`src/rtl/apresenta_sequencia_pkg.sv`:
```
// rtl/apresenta_sequencia_pkg.sv - shared constants for the sequence playback engine
// Purpose: state encoding (also decoded by the game control unit's debug view)
//          and the ROM / timer widths used by the playback datapath.
package apresenta_sequencia_pkg;

    localparam int ADDR_W  = 4;
    localparam int DATA_W  = 4;
    localparam int TIMER_W = 16;

    typedef enum logic [3:0] {
        OCIOSO   = 4'd0,
        ENDERECA = 4'd1,
        CARREGA  = 4'd2,
        ACENDE   = 4'd3,
        APAGA    = 4'd4,
        PROXIMO  = 4'd5,
        FIM      = 4'd6
    } estado_t;

endpackage

```
`src/rtl/temporizador_apresenta.sv`:
```
// rtl/temporizador_apresenta.sv - 16-bit up-counter with terminal-count compare
// Purpose: times the lit and blank phases of each presented entry.
// Ports:
//   clock    - system clock, rising edge
//   reset    - asynchronous active-low reset, clears the count
//   limpa    - synchronous clear (wins over conta)
//   conta    - count enable
//   terminal - value that the count is compared against
//   fim      - high while the count equals terminal
module temporizador_apresenta
    import apresenta_sequencia_pkg::*;
(
    input  logic               clock,
    input  logic               reset,
    input  logic               limpa,
    input  logic               conta,
    input  logic [TIMER_W-1:0] terminal,
    output logic               fim
);

    logic [TIMER_W-1:0] valor;

    always_ff @(posedge clock or negedge reset) begin
        if (!reset) begin
            valor <= '0;
        end else if (limpa) begin
            valor <= '0;
        end else if (conta) begin
            valor <= valor + TIMER_W'(1);
        end
    end

    assign fim = (valor == terminal);

endmodule

```
`src/rtl/apresenta_sequencia.sv`:
```
// rtl/apresenta_sequencia.sv - memory-game playback engine for the stored sequence
// Purpose: on iniciar, walks ROM addresses 0..limite and shows each entry on the
//          LEDs for ON_CYCLES clocks followed by OFF_CYCLES blank clocks.
// Ports:
//   clock        - system clock, rising edge
//   reset        - asynchronous active-low reset
//   iniciar      - start request, honoured only when idle
//   cancelar     - synchronous abort back to idle, no pronto pulse
//   limite       - last ROM address to present, latched at start
//   rom_endereco - registered ROM address (owned by this block while ocupado)
//   rom_dado     - sync ROM data, valid one clock after the address
//   leds         - registered display value, nonzero only while lit
//   ocupado      - high whenever not idle
//   pronto       - one-cycle pulse after the last entry's blank gap
//   db_estado    - current state code
module apresenta_sequencia
    import apresenta_sequencia_pkg::*;
#(
    parameter int ON_CYCLES  = 1000,
    parameter int OFF_CYCLES = 500
) (
    input  logic              clock,
    input  logic              reset,
    input  logic              iniciar,
    input  logic              cancelar,
    input  logic [ADDR_W-1:0] limite,
    output logic [ADDR_W-1:0] rom_endereco,
    input  logic [DATA_W-1:0] rom_dado,
    output logic [DATA_W-1:0] leds,
    output logic              ocupado,
    output logic              pronto,
    output logic [3:0]        db_estado
);

    localparam logic [TIMER_W-1:0] ON_TERM  = TIMER_W'(ON_CYCLES - 1);
    localparam logic [TIMER_W-1:0] OFF_TERM = TIMER_W'(OFF_CYCLES - 1);

    estado_t              estadoAtual;
    estado_t              proximoEstado;
    logic [ADDR_W-1:0]    endereco;
    logic [ADDR_W-1:0]    limiteReg;
    logic [DATA_W-1:0]    ledsReg;
    logic                 timerFim;
    logic                 timerLimpa;
    logic                 timerConta;
    logic [TIMER_W-1:0]   timerTerminal;

    temporizador_apresenta uTemporizador (
        .clock    (clock),
        .reset    (reset),
        .limpa    (timerLimpa),
        .conta    (timerConta),
        .terminal (timerTerminal),
        .fim      (timerFim)
    );

    always_ff @(posedge clock or negedge reset) begin
        if (!reset) begin
            estadoAtual <= OCIOSO;
        end else begin
            estadoAtual <= proximoEstado;
        end
    end

    always_comb begin
        proximoEstado = estadoAtual;
        if (cancelar) begin
            proximoEstado = OCIOSO;
        end else begin
            case (estadoAtual)
                OCIOSO:   if (iniciar) proximoEstado = ENDERECA;
                ENDERECA: proximoEstado = CARREGA;
                CARREGA:  proximoEstado = ACENDE;
                ACENDE:   if (timerFim) proximoEstado = APAGA;
                APAGA:    if (timerFim) proximoEstado = PROXIMO;
                PROXIMO:  proximoEstado = (endereco == limiteReg) ? FIM : ENDERECA;
                FIM:      proximoEstado = OCIOSO;
                default:  proximoEstado = OCIOSO;
            endcase
        end
    end

    // The timer only runs in the two timed phases; everywhere else it is held
    // at zero so each phase starts from a clean count.
    always_comb begin
        ocupado       = (estadoAtual != OCIOSO);
        pronto        = (estadoAtual == FIM);
        db_estado     = estadoAtual;
        timerConta    = (estadoAtual == ACENDE) || (estadoAtual == APAGA);
        timerTerminal = (estadoAtual == APAGA) ? OFF_TERM : ON_TERM;
        timerLimpa    = cancelar || !timerConta || timerFim;
    end

    // Address, latched limit and LED value; the address is deliberately left
    // untouched by cancelar so the control unit can see where playback stopped.
    always_ff @(posedge clock or negedge reset) begin
        if (!reset) begin
            endereco  <= '0;
            limiteReg <= '0;
            ledsReg   <= '0;
        end else if (cancelar) begin
            ledsReg <= '0;
        end else begin
            case (estadoAtual)
                OCIOSO: begin
                    if (iniciar) begin
                        endereco  <= '0;
                        limiteReg <= limite;
                    end
                end
                CARREGA: ledsReg <= rom_dado;
                ACENDE:  if (timerFim) ledsReg <= '0;
                PROXIMO: if (endereco != limiteReg) endereco <= endereco + ADDR_W'(1);
                default: ;
            endcase
        end
    end

    assign rom_endereco = endereco;
    assign leds         = ledsReg;

endmodule

```
`config.mk`:
```
export PLATFORM = sky130hd
export DESIGN_NAME = apresenta_sequencia
export DESIGN_NICKNAME = d
export VERILOG_FILES = /design/src/rtl/apresenta_sequencia_pkg.sv /design/src/rtl/temporizador_apresenta.sv /design/src/rtl/apresenta_sequencia.sv
export SDC_FILE = /design/constraint.sdc
export NUM_CORES = 1
export LEC_CHECK = 0
export CAP_MARGIN = 20
export CORE_MARGIN = 8
export CORE_UTILIZATION = 35
export CTS_CLUSTER_DIAMETER = 200
export DETAILED_ROUTE_END_ITERATION = 10
export PLACE_DENSITY = 0.62
export SYNTH_ARGS = -nofsm -noshare
export SYNTH_HDL_FRONTEND = slang
export SYNTH_SLANG_ARGS = --single-unit
```
`constraint.sdc`:
```
create_clock -name clock -period 1.6 [get_ports clock]
set_input_delay 0.32 -clock clock [delete_from_list [all_inputs] [get_ports clock]]
set_output_delay 0.32 -clock clock [all_outputs]
set_load 0.05 [all_outputs]
```
* Word level (Yosys, flattened, before mapping)
Index checks and enable logic that the tools add are counted.
Cells by class: $add $sub $neg 2, eq/ne operators 14, muxes and demuxes 15, bitwise gates (word level) 1, reductions and logical operators 13
Operators by type and width (number):
- 2-to-1 mux 16 bit | 2
- 2-to-1 mux 4 bit | 8
- one-hot mux 4 bit (6 select lines) | 1
- adder 16 x 1 -> 16 bit (second input constant) | 1
- equality test 16 x 10 -> 1 bit | 1
- one-hot mux 4 bit (2 select lines) | 2
- equality test 4 x 3 -> 1 bit (second input constant) | 3
- 2-to-1 mux 10 bit | 1
- inequality test 3 bit (second input constant) | 3
- equality test 4 x 2 -> 1 bit (second input constant) | 2
- AND reduction 3 bit | 2
- adder 4 x 1 -> 4 bit (second input constant) | 1
- equality test 4 x 1 -> 1 bit (second input constant) | 1
- equality test 4 bit | 1
- logical NOT 4 bit | 1
- inequality test 2 bit (second input constant) | 2
- inequality test 4 bit | 1
- AND reduction 4 bit | 1
- nonzero test 2 bit | 2
- nonzero test 4 bit | 1
- logical OR 1 bit | 3
- 2-to-1 mux 3 bit | 1
- nonzero test 3 bit | 1
- AND reduction 2 bit | 1
- 2 further kinds | 2
Word-level totals: flip-flop bits (word level) 32, bits of input ports 12, output and inout bits 14, word-level logic and storage cells 50

* Depth between registers and ports, before layout
Gate-level depths: netlist (run 1).
depth after elaboration 6, depth in mapped cells 7, mapped depth without buffers 5

* Modules after synthesis
From an unflattened synthesis (run 1), not the netlist that was laid out.
Unflattened totals: cells, all modules 198, area total of the unflattened synthesis 1979.4 um^2
Modules (own cells, without submodules):
- temporizador_apresenta | times used 1, cells an instance 104, area each 1024.7 um^2, sequential area each 400.4 um^2
- apresenta_sequencia | times used 1, cells an instance 94, area each 954.7 um^2, sequential area each 375.4 um^2

* Least setup slack after synthesis (run 1)
OpenSTA, ideal clock, no wires.
path type flip-flop to flip-flop, start register estadoAtual[2], in the netlist db_estado[2], end register estadoAtual[2], in the netlist db_estado[2], setup time 0.078 ns, data arrival time 2.011 ns, data required time 1.522 ns, setup slack -0.490 ns, cell stages (with the launch flop) 6, path buffers 1, clock period less this slack 2.090 ns, cells stage by stage dfrtp_1 -> buf_4 -> or3b_4 -> mux2i_4 -> or3_2 -> a21oi_1
On the way: longest elaborated chain between the ends 5, elaborated cells on any way between the ends 14, those cells by class eq/ne: 9; mux: 3; reduce/logical: 2
Ends and longest elaborated chain:
- start, declared | RTL line apresenta_sequencia.sv:38 | estado_t estadoAtual;
- start signal, assigned | RTL line apresenta_sequencia.sv:61 | estadoAtual <= proximoEstado;
- equality test 4 x 3 -> 1 bit | RTL line apresenta_sequencia.sv:70, apresenta_sequencia.sv:90
- 2-to-1 mux 10 bit | RTL line apresenta_sequencia.sv:90 | timerTerminal = (estadoAtual == APAGA) ? OFF_TERM : ON_TERM;
- equality test 16 x 10 -> 1 bit | RTL line temporizador_apresenta.sv:33 | assign fim = (valor == terminal);
- inequality test 3 bit (no source line)
- AND reduction 3 bit (no source line)
Parallel ways exist; a longest one is shown, timed or not. A chain may end at the register's enable or synchronous reset.

* Worst setup path in the final report (run 1)
start register estadoAtual[2], in the netlist db_estado[2], end register estadoAtual[0], in the netlist db_estado[0]
Same word-level chain as after synthesis.

==> impl_metrics.env, run 1 <==
export IMPL_status="complete, but fails checks"
export IMPL_violations="setup timing"
export IMPL_synthSimpleGateAreaFrac_pct=23.2
export IMPL_avgSynthCellArea_um2=9.72
export IMPL_numClockSinks=31
export IMPL_worst_path_max_fanout=6
export IMPL_vias_per_cell=5.16
export IMPL_ys_types=45
export IMPL_worst_setup_path_type="flip-flop to flip-flop"
export IMPL_arrival_ns=1.88
export IMPL_ff_latch_area_um2=783
export IMPL_ys_warn_count=0
export IMPL_fin_crit_sh_pct=107
export IMPL_start_kind="flip-flop"
export IMPL_finalClockSkew_ns=0.00633
export IMPL_dr_total_vias=1547
export IMPL_firstDrtPassIters=4
export IMPL_grt_max_degree=32
export IMPL_fin_ws_ns=-0.119
export IMPL_grt_remaining_overflow=0
export IMPL_nets=259
export IMPL_drive_gt1_share_pct=39.8
export IMPL_grt_usage_pct=12.4
export IMPL_io_buffers=24
export IMPL_p_leak_nw=1.11
export IMPL_hold_violations=0
export IMPL_n_antenna_cell=0
export IMPL_synth_area_mux_share_pct=5.15
export IMPL_netlist_instances=175
export IMPL_rows=25
export IMPL_hp_class="input pin to asynchronous set/reset pin"
export IMPL_worstPathCellList="or3b_4, mux2i_4, nor4_2, or3_1"
export IMPL_drt_wl_total_um=4210
export IMPL_min_period_ns=1.72
export IMPL_seq_area_frac_synth_pct=45.6
export IMPL_powerDensity_nw_per_um2=776
export IMPL_worst_hold_slack_ns=0.403
export IMPL_synth_edf_count=0
export IMPL_synth_main_ff_cell="dfrtp_1"
export IMPL_insertion_delay_ns=0.28
export IMPL_grt_first_pass_wirelength_um=7490
export IMPL_cts_htree_levels=2
export IMPL_drv_cap=0
export IMPL_setup_viol=20
export IMPL_num_io_pins=26
export IMPL_cts_hold_buf=0
export IMPL_synth_top_family_by_area="simple AND/OR/NAND/NOR gates"
export IMPL_postRouteAntennaNets=0
export IMPL_layout_commonest_cell="buf_4"
export IMPL_die_area_um2=7340
export IMPL_ir_worst_vdd_mv=0.359
export IMPL_die_y_um=85.7
export IMPL_fillerInstances=403
export IMPL_syn_area_um2=1700
export IMPL_synthesis_nets=189
export IMPL_slowest_delay_ns=0.43
export IMPL_worst_setup_path_end_kind="flip-flop"
export IMPL_async_reset_ff_share_pct=100
export IMPL_rsz0062_at_grt="yes"
export IMPL_die_w_um=85.7
export IMPL_required_ns=1.76
export IMPL_grt_pass1_vias=1652
export IMPL_synth_fa_ha_area_share_pct=1.47
export IMPL_synthXorXnorAreaFrac_pct=8.76
export IMPL_fmax_ghz=0.582
export IMPL_path_clk_slew_ns=0.07
export IMPL_synth_seq_cells=31
export IMPL_clock_path_buffers=2
export IMPL_remaining_drc_errors=0
export IMPL_place_ws_ns=-0.178
export IMPL_antenna_found_initial=0
export IMPL_core_area_um2=4690
export IMPL_syn2layout_area_growth_pct=57.0
export IMPL_wl_per_cell_um=14.0
export IMPL_cts_tree="built"
export IMPL_synth_compound_area_share_pct=11.7
export IMPL_numCtsBuffers=5
export IMPL_cp_slowest_cell="dfrtp_2"
export IMPL_first_iter_violations=52
export IMPL_initial_core_util_pct=36.2
export IMPL_place_congestion=0.795
export IMPL_multi_input_area_um2=956
export IMPL_dpl_hpwl_um=3010
export IMPL_root_buffer="clkbuf_8"
export IMPL_r2r_slack_ns=-0.12
export IMPL_final_cell_mix="buf_4 (42), dfrtp_1 (25), nor2_1 (22)"
export IMPL_drv_slew=0
[metal layers]
layer  vias to the layer above  GRT usage [%]  routed length (µm)  share of wire [%]
met2                        27           20.3                2070                 49
met5                         -              0                   0                  0
met3                         7           3.82                 210                5.0
li1                        766              -                   -                  -
met1                       747           14.9                1870                 44
met4                         0           4.62                  60                1.4
[where the power goes]
| group | switching (mW) | internal [mW] |
|---|---|---|
| combinational | 0.265 | 0.256 |
| sequential | 0.0468 | 0.834 |
| clock | 0.277 | 0.392 |
| total | 0.588 | 1.48 |
[flip-flops by register name (all words and copies together) (netlist names)]
name,count
uTemporizador.valor,16
leds,4
limiteReg,4
rom_endereco,4
db_estado,3
[metrics by stage]
stage	setup TNS (ns)	instances	area (µm²)	utilization [%]	total power, mW
after floorplan	-4.70	175	1740	-	1.13
after global placement	-2.21	286	2430	51.9	1.35
after CTS	-0.689	297	2610	55.7	2.06
after detailed placement	-3.41	286	2430	51.9	1.36
after global routing	-2.39	300	2670	56.9	2.19
final	-0.875	300	2670	56.9	2.07
[what timing repair did]
| item | in CTS | in global routing |
|---|---|---|
| pin swaps | 2 | 3 |
| setup endpoints to repair | 29 | 33 |
| resized for setup | 10 | 8 |
| cloned | 0 | 0 |
| setup buffers | 4 | 3 |
[cells in the mapped netlist, types with 2 or more instances]
cell type  number  area share (%)
dfrtp_1        31              46
nor2_1         25             5.5
nand2_1        13             2.9
xnor2_1        10             5.2
nand3_1         9             2.6
o21ai_0         7             2.1
xor2_1          7             3.6
inv_1           6             1.3
nor3_1          6             1.8
a21oi_1         5             1.5
nand4_1         5             1.8
a32oi_1         4             2.1
mux2_2          4             2.6
and4_1          3             1.5
nor4_1          3             1.1
buf_2           2            0.59
buf_4           2            0.88
clkbuf_1        2            0.44
ha_1            2             1.5
mux2i_1         2             1.2
nor4b_1         2             1.0
o21a_1          2            0.88
[final cells by class]
class	count	area share, %
multi-input combinational	131	35.8
timing repair buffer	70	27.7
sequential	31	29.3
tap	54	2.53
clock buffer	8	3.75
inverter	6	0.844
[worst max-delay path, delay by kind of cell, from the launching register on]
kind	cells	cell delay [ns]
simple gates	3	0.87
flops	1	0.43
mux	1	0.30
[final timing paths]
check                                    startpoint                                  to  cells past startpoint
min reg2reg                limiteReg[1]$_DFFE_PN0P_            limiteReg[1]$_DFFE_PN0P_                      1
max reg2reg                db_estado[2]$_DFFE_PN0P_            db_estado[0]$_DFFE_PN0P_                      4
max in group asynchronous                     reset         rom_endereco[2]$_DFFE_PN0P_                      2
min in group clock         limiteReg[1]$_DFFE_PN0P_            limiteReg[1]$_DFFE_PN0P_                      1
max                        db_estado[2]$_DFFE_PN0P_            db_estado[0]$_DFFE_PN0P_                      4
min                                           reset  uTemporizador.valor[1]$_DFFE_PN0P_                      2
[cell families after synthesis]
family	count (synthesis)
muxes	7
other	1
xor gates and xnor gates	17
DFF	31
and+or+nand+nor	77
AOI/OAI and AO/OA	27
buffers and inverters	13
adders and majority gates	2
(Power assumes the default switching activity.)
==> run 2: changes to the inputs <==
--- a/config.mk
+++ b/config.mk
@@ -6,11 +6,14 @@
 export NUM_CORES = 1
 export LEC_CHECK = 0
 export CAP_MARGIN = 20
+export CELL_PAD_IN_SITES_DETAIL_PLACEMENT = 0
+export CELL_PAD_IN_SITES_GLOBAL_PLACEMENT = 2
 export CORE_MARGIN = 8
-export CORE_UTILIZATION = 35
+export CORE_UTILIZATION = 33
 export CTS_CLUSTER_DIAMETER = 200
 export DETAILED_ROUTE_END_ITERATION = 10
-export PLACE_DENSITY = 0.62
+export PLACE_DENSITY = 0.82
+export SKIP_CTS_REPAIR_TIMING = 1
 export SYNTH_ARGS = -nofsm -noshare
 export SYNTH_HDL_FRONTEND = slang
 export SYNTH_SLANG_ARGS = --single-unit
==> constraint.sdc (replaced) <==
create_clock -name clock -period 1.65 [get_ports clock]
set_input_delay 0.33 -clock clock [delete_from_list [all_inputs] [get_ports clock]]
set_output_delay 0.33 -clock clock [all_outputs]
set_load 0.05 [all_outputs]
==> run 2 against run 1 <==
Net effect: the flow still finishes with violations (setup timing); clock power decreased by 15%; sequential share of layout area up 1.6 points; final cell count is 3.0% higher; first-iteration DRC count decreased by 25%; global-route usage fell by 0.98 points; power shrank 11%; register-to-register slack better by 0.08 ns; clock-buffer cell count is the same; combinational power shrank 18%; flip-flop and latch count stayed put; critical path depth rose by 1; critical endpoint is now ocupado; largest power group unchanged.
==> impl_metrics.env, run 2 (synthesis gave the netlist of run 1 again) <==
export IMPL_fin_ws_ns=-0.0585
export IMPL_drv_slew=0
export IMPL_ir_worst_vdd_mv=0.319
export IMPL_arrival_ns=1.38
export IMPL_largest_register="uTemporizador.valor"
export IMPL_r2r_slack_ns=-0.04
export IMPL_placed_cells=301
export IMPL_wl_met3_um=182
export IMPL_grt_first_pass_wirelength_um=6950
export IMPL_required_ns=1.32
export IMPL_multi_input_area_um2=942
export IMPL_syn2layout_area_growth_pct=48.7
export IMPL_first_iter_violations=39
export IMPL_fillerInstances=475
export IMPL_rsz0062_at_grt="yes"
export IMPL_dpl_hpwl_um=3230
export IMPL_postLayoutCoreUtil_pct=50.1
export IMPL_crit_top_cell="buf_4"
export IMPL_cp_slowest_cell="dfrtp_2"
export IMPL_setup_viol=5
export IMPL_finalNonFillerCells=309
export IMPL_largest_reg_flops=16
export IMPL_p_sw_uw=545
export IMPL_drive_gt1_share_pct=36.4
export IMPL_dr_total_vias=1508
export IMPL_worstPathCellList="buf_4, nor3_2, buf_4, inv_1, buf_4"
export IMPL_start_kind="flip-flop"
export IMPL_power_mw=1.83
export IMPL_nets=252
export IMPL_numCtsBuffers=5
export IMPL_violations="setup timing"
export IMPL_internal_power_mw=1.29
export IMPL_remaining_drc_errors=0
export IMPL_layout_commonest_cell="buf_4"
export IMPL_final_cell_mix="buf_4 (43), dfrtp_1 (25), nor2_1 (21)"
export IMPL_cts_htree_levels=2
export IMPL_path_buf_inv=4
export IMPL_place_ws_ns=-0.142
export IMPL_drt_wl_total_um=4270
export IMPL_grt_remaining_overflow=0
export IMPL_route_layer_met1_wl_um=1870
export IMPL_vias_per_cell=4.88
export IMPL_grt_pass1_vias=1495
export IMPL_min_period_ns=1.71
export IMPL_powerDensity_nw_per_um2=726
export IMPL_fin_crit_sh_pct=104
export IMPL_cts_tree="built"
export IMPL_n_antenna_cell=0
export IMPL_antenna_found_initial=0
export IMPL_cp_top_family="buffers and inverters"
export IMPL_status="complete, but fails checks"
export IMPL_worst_setup_path_end_kind="output port"
export IMPL_fmax_ghz=0.585
export IMPL_drv_cap=0
export IMPL_dpl_cell_area_um2=2380
export IMPL_die_area_um2=7710
export IMPL_ff_latch_area_um2=783
export IMPL_topRoutingLayerUsed="met4"
export IMPL_power_share_clock_pct=30.9
export IMPL_io_buffers=24
export IMPL_p_comb_share_pct=23.2
export IMPL_postRouteAntennaNets=0
export IMPL_initial_core_util_pct=33.7
export IMPL_met2_wirelength_um=2170
export IMPL_insertion_delay_ns=0.28
export IMPL_numClockSinks=31
export IMPL_grt_max_degree=32
export IMPL_grt_usage_pct=11.4
export IMPL_hp_class="input pin to asynchronous set/reset pin"
export IMPL_hold_violations=0
export IMPL_r2r_start="db_estado[1]$_DFFE_PN0P_"
export IMPL_root_buffer="clkbuf_8"
export IMPL_clock_path_buffers=2
export IMPL_p_leak_nw=1.03
export IMPL_slowest_delay_ns=0.40
export IMPL_finalClockSkew_ns=0.00598
export IMPL_num_io_pins=26
export IMPL_firstDrtPassIters=4
export IMPL_core_area_um2=5040
export IMPL_swShare_pct=29.7
export IMPL_place_congestion=0.796
export IMPL_power_frac_seq_pct=45.9
export IMPL_die_y_um=87.8
export IMPL_die_w_um=87.8
export IMPL_worst_setup_path_type="flip-flop to output port"
export IMPL_rows=26
export IMPL_path_clk_slew_ns=0.06
export IMPL_worst_path_max_fanout=3
export IMPL_wl_per_cell_um=13.8
export IMPL_postLayoutCellArea_um2=2530
export IMPL_crit_path_start="db_estado[1]$_DFFE_PN0P_"
-- run 2: worst register-to-register path, cell delays in order (launching register included) --
cell and delay, ns:
dfrtp_2 0.40, or3b_4 0.43, mux2i_4 0.32, nor4_2 0.09, or3_1 0.34
-- run 2: cell type report --
type                            instances  area share, %
Multi-Input combinational cell        131           37.3
Sequential cell                        31           31.0
Timing Repair Buffer                   63           24.2
Tap cell                               70           3.46
Clock buffer                            8           3.17
Inverter                                6          0.891
-- run 2: path summary, 6_finish.rpt --
kind	end	cells after the start
worst max-delay path	ocupado	5
worst min-delay path	rom_endereco[1]$_DFFE_PN0P_	2
worst max register to register	db_estado[0]$_DFFE_PN0P_	4
worst min register to register	limiteReg[0]$_DFFE_PN0P_	1
max in group asynchronous	db_estado[1]$_DFFE_PN0P_	2
min in group clock	limiteReg[0]$_DFFE_PN0P_	1
-- run 2: power groups by stage --
| stage | clock network, mW | registers, mW | logic [mW] |
|---|---|---|---|
| floorplan | 0 | 0.910 | 0.185 |
| global placement | 0 | 0.854 | 0.405 |
| detailed placement | 0 | 0.859 | 0.414 |
| CTS | 0.597 | 0.844 | 0.415 |
| global route | 0.633 | 0.850 | 0.452 |
| finish | 0.567 | 0.843 | 0.425 |
-- run 2: per-layer routing --
metal | GRT usage (%) | vias to the layer above
li1 | - | 750
met1 | 13.1 | 732
met2 | 19.5 | 20
met3 | 3.47 | 6
met4 | 4.22 | 0
met5 | 0 | -
-- run 2: stage by stage --
step	TNS, ns	hold WS, ns
CTS	-1.99	0.462
global placement	-0.664	0.516
finish	-0.132	0.453
floorplan	-3.30	0.0344
global route	-0.896	0.487
detailed placement	-1.72	0.518
